===== config.mk =====
export PLATFORM = sky130hd
export DESIGN_NAME = input_port_buffer
export DESIGN_NICKNAME = d
export VERILOG_FILES = /design/src/rtl/router_pkg.sv /design/src/rtl/input_port_buffer.sv
export SDC_FILE = /design/constraint.sdc
export NUM_CORES = 1
export LEC_CHECK = 0
export BUFFER_PORTS_ARGS = -buffer_cell sky130_fd_sc_hd__buf_2
export CAP_MARGIN = 5
export CORE_MARGIN = 8
export CORE_UTILIZATION = 55
export CTS_CLUSTER_DIAMETER = 40
export DETAILED_ROUTE_END_ITERATION = 16
export PLACE_DENSITY = 0.83
export SYNTH_ARGS = -nofsm -noshare
export SYNTH_HDL_FRONTEND = slang
export SYNTH_SLANG_ARGS = --single-unit

===== constraint.sdc =====
create_clock -name clk -period 5.95 [get_ports clk]
set_input_delay 0.2975 -clock clk [delete_from_list [all_inputs] [get_ports clk]]
set_output_delay 0.2975 -clock clk [all_outputs]
set_load 0.1 [all_outputs]

===== src/rtl/router_pkg.sv =====
// Constants and types shared across the router: flit width and the
// port index used by the input buffers and the switch.
package router_pkg;

    localparam int FLIT_WIDTH = 18;
    localparam int NUM_PORTS  = 5;

    typedef enum logic [2:0] {
        LOCAL = 3'd0,
        WEST  = 3'd1,
        NORTH = 3'd2,
        EAST  = 3'd3,
        SOUTH = 3'd4
    } port_idx_e;

endpackage


===== src/rtl/input_port_buffer.sv =====
// Per-port flit FIFO between an incoming link and the switch; req/ack on both
// sides, with ack/req outputs derived from registered occupancy only.
module input_port_buffer
    import router_pkg::*;
#(
    parameter int DATA_WIDTH = FLIT_WIDTH,
    parameter int DEPTH      = 4
) (
    input  logic                       clk,
    input  logic                       rst,
    input  logic                       in_req,
    input  logic [DATA_WIDTH-1:0]      in_data,
    output logic                       in_ack,
    output logic                       out_req,
    output logic [DATA_WIDTH-1:0]      out_data,
    input  logic                       out_ack,
    output logic [$clog2(DEPTH):0]     count
);

    localparam int PTR_W = $clog2(DEPTH);
    localparam int CNT_W = PTR_W + 1;
    localparam logic [CNT_W-1:0] FULL_CNT = CNT_W'(DEPTH);

    logic [DATA_WIDTH-1:0] mem [DEPTH];
    logic [PTR_W-1:0]      wr_ptr;
    logic [PTR_W-1:0]      rd_ptr;
    logic                  push;
    logic                  pop;

    // The switch loops out_ack straight back, so both handshake outputs
    // must stay free of any combinational path from the inputs.
    assign in_ack   = (count != FULL_CNT);
    assign out_req  = (count != '0);
    assign out_data = out_req ? mem[rd_ptr] : '0;

    assign push = in_req & in_ack;
    assign pop  = out_req & out_ack;

    always_ff @(posedge clk or posedge rst) begin
        if (rst) begin
            wr_ptr <= '0;
            rd_ptr <= '0;
            count  <= '0;
        end else begin
            if (push) begin
                wr_ptr <= wr_ptr + PTR_W'(1);
            end
            if (pop) begin
                rd_ptr <= rd_ptr + PTR_W'(1);
            end
            if (push && !pop) begin
                count <= count + CNT_W'(1);
            end else if (pop && !push) begin
                count <= count - CNT_W'(1);
            end
        end
    end

    // Storage is not reset; occupancy alone decides which entries are live.
    always_ff @(posedge clk) begin
        if (push) begin
            mem[wr_ptr] <= in_data;
        end
    end

endmodule


==> results by stage <==
GRT:
- The via count of the first global-routing pass was 1641.
- Global routing used ~14% of the available tracks across all layers.
- The total congestion overflow after global routing is 0.
- The initial antenna violation count was 0.
- The global-route wire length before repair is 8.54 mm.
- The pin count of the biggest net entering global routing is 22.

Logic synthesis:
- Synthesis produced a netlist with a net count of 178.
- The unique cell type count in the Yosys netlist is 19.
- The synthesized design devotes to its leading area cell type 69.0% of total area.
- The share of the yosys chip area belonging to registers is 74.6%.
- The largest total area in the synthesized netlist belongs to sky130_fd_sc_hd__edfxtp_1.
- In this run, synthesis produced a sequential element count of 79.
- The average size of a mapped cell is 20.9 um2.
- Yosys printed 0 warnings.
- After synthesis, the cell types taking the most area are sky130_fd_sc_hd__edfxtp_1, sky130_fd_sc_hd__mux4_2, sky130_fd_sc_hd__dfrtp_1.
- The cell count after synthesis is 150.
- After synthesis the cells add up to 3130 um2.

Drt:
- After detailed routing, the number of remaining DRC violations is 0.
- The total wire length is 5.40 mm.
- The detail route stage leaves a number of antenna-violating nets equal to 0.
- The first detailed-routing pass took 4 iterations.
- The detailed router finished its first iteration with between 70 and 80 violations.
- The average wire per cell in the routed design is 19.4 um.
- The routed via count is ~1500.
- The via density per instance is 5.35.

Setup path:
- The startpoint type of the worst setup path is a register.
- The worst setup path is of the reg -> out kind.
- The maximum fanout along the worst path is 11.
- The cell at the slowest stage of the critical path is sky130_fd_sc_hd__dfrtp_1.
- Walking the worst path, the cells encountered are buf_4 -> mux4_2 -> and2_1 -> buf_2.
- STA puts the critical path data required time at between 5000 and 6000 ps.
- The data arrival time of the critical path is 2380 ps.
- The worst setup path is captured at a primary output.
- In this design, the stage delay of the slowest critical-path cell is 690 ps.

Hold path:
- The min-delay analysis places its worst path in the category in -> reg.

CTS:
- The clock tree synthesis step divided the H-tree into 3 levels.
- The clock transition at the registers of the reported paths is 80 ps.
- The tree built by TritonCTS fans out to 79 sinks.
- The TritonCTS clock tree is done.
- Clock tree synthesis inserted a total of 9 buffers.
- The clock root buffer master is sky130_fd_sc_hd__clkbuf_8.
- The clock reaches the later pin of the worst-skew pair after 340 ps.
- The number of buffers on the longest clock path is 2.

Timing:
- The max-slew violation count came to 0.
- In the final timing run, aggregate negative setup slack is 0 ps.
- The total setup violations reported at the end of the flow is 0.
- The post-layout worst setup margin is between 3000 and 4000 ps.
- At the pin with the least slew margin, the transition time is 967 ps.
- The highest attainable clock frequency is 0.373 GHz.
- The remaining max-slew budget at the tightest pin is 35.5%.
- Setup repair after global routing left no endpoint under its margin.
- The post-route clock period utilization is 45.1%.
- The final setup skew is 10.1 ps.
- The number of hold violations in the final report came to 0.
- The worst path in the final design needs a cycle of between 2000 and 3000 ps, including I/O delays and setup.

Floorplan:
- The I/O pin count is 45.
- The die footprint is 8370 um2.
- The initial standard-cell utilization of the core is 56.9%.
- The number of rows created at floorplan is 27.
- From left edge to right edge, the die measures 91.5 um.
- The standard cell core area is 5510 um2.
- The die outline height is 91.5 um.

Placed design:
- Port buffering added 44 buffers.
- The congestion estimate from routability-driven global placement came to 0.702.
- After detailed placement, the design holds a cell count of 261.
- The half-perimeter wire length after detailed placement is between 3 and 4 mm.
- Once placement finished, the instance area stood at 3410 um2.
- OpenSTA, run right after detailed placement, puts the worst setup slack at 3450 ps.

Final layout:
- The signed area change from the synthesized netlist to the final layout is 16.2%.
- The total non-filler cell area in the finished layout is 3640 um2.
- The number of antenna cells inserted is 0.
- Leaving out fill and tap cells, the most frequent cell in the layout is sky130_fd_sc_hd__edfxtp_1.
- The share of cells above drive strength 1 is between 30% and 40%.
- Counting the fill cells in the layout gives 365.
- The library cells used most frequently in the layout, excluding fill and tap cells, are sky130_fd_sc_hd__edfxtp_1, sky130_fd_sc_hd__buf_2, sky130_fd_sc_hd__and2_1.
- The final net count is roughly 230.
- The non-filler instance count after layout is 278.

Status:
- The run finished with clean final reports.

Job:
- The number of max-capacitance violations reported is 0.
[worst max-delay path, delay by kind of cell (launching register included)]
kind,cells,cell delay (ps)
multiplexers,1,530
AND/OR/NAND/NOR,1,180
flip-flops,1,690
buffers and inverters,2,640
[logic make-up after synthesis]
logic type,share of synthesized area (%)
muxes,13.7
and+or+nand+nor,5.23
xor gates and xnor gates,1.68
DFF,74.6
AOI/OAI and AO/OA,0.359
buffers and inverters,1.88
adders and majority gates,2.63
[final cells by class]
type                            instances  area (um2)  share of cell area, %
Timing Repair Buffer                   46         238                   6.53
Clock buffer                           11         141                   3.88
Tap cell                               72        90.1                   2.47
Multi-Input combinational cell         61         738                   20.3
Sequential cell                        79        2340                   64.2
Clock inverter                          5        81.3                   2.23
Inverter                                4        15.0                  0.412
[layer usage]
metal / up-vias / share of wire [%] / track usage, %
met5: - / 0 / 0
met4: 0 / 1.3 / 8.87
met3: 6 / 5.0 / 4.69
met2: 35 / 55 / 23.3
met1: 759 / 39 / 14.5
li1: 687 / - / -
[sequential cells by signal (all words and copies together), names as in the netlist]
signal and count:
count 3, mem 72, rd_ptr 2, wr_ptr 2
[cells in the mapped netlist]
library cell,number
sky130_fd_sc_hd__nor2_1,2
sky130_fd_sc_hd__nand3_1,1
sky130_fd_sc_hd__ha_1,5
sky130_fd_sc_hd__or3_1,1
sky130_fd_sc_hd__and2_1,22
sky130_fd_sc_hd__dfrtp_1,7
sky130_fd_sc_hd__mux4_2,18
sky130_fd_sc_hd__edfxtp_1,72
sky130_fd_sc_hd__mux2_2,2
sky130_fd_sc_hd__a21boi_2,1
sky130_fd_sc_hd__clkbuf_1,1
sky130_fd_sc_hd__xnor2_1,4
sky130_fd_sc_hd__buf_6,2
sky130_fd_sc_hd__nand2_1,2
sky130_fd_sc_hd__xor2_1,2
sky130_fd_sc_hd__inv_1,4
sky130_fd_sc_hd__fa_1,1
sky130_fd_sc_hd__buf_4,1
sky130_fd_sc_hd__buf_2,2
[through the flow]
| stage | utilization, % | hold WS [ps] |
|---|---|---|
| after floorplan | - | 101 |
| after global placement | 61.9 | 227 |
| after detailed placement | 61.9 | 253 |
| after CTS | 66.1 | 155 |
| after global routing | 66.1 | 156 |
| final | 66.1 | 173 |
[timing repair]
| item | CTS | global route |
|---|---|---|
| gates resized for setup | 0 | 0 |
| hold endpoints to repair | 7 | 0 |
| setup buffers | 0 | 0 |
| hold buffers | 1 | 0 |
[path summary, 6_finish.rpt]
| check | from | slack, ps | cells past startpoint | to |
|---|---|---|---|---|
| max in group asynchronous | rst | 5290 | 3 | wr_ptr[1]$_DFFE_PP0P_ |
| worst min-delay path | in_data[1] | 170 | 1 | mem[3][1]$_DFFE_PP_ |
| worst min register to register | count[2]$_DFFE_PP0P_ | 560 | 1 | count[2]$_DFFE_PP0P_ |
| worst max-delay path | rd_ptr[0]$_DFFE_PP0P_ | 3270 | 4 | out_data[14] |
| min in group asynchronous | rst | 430 | 3 | count[0]$_DFFE_PP0P_ |
| worst max register to register | count[0]$_DFFE_PP0P_ | 3430 | 8 | count[2]$_DFFE_PP0P_ |
Power is not shown: default switching activity piles up to over one toggle a cycle in this logic, so the estimate is an artifact.
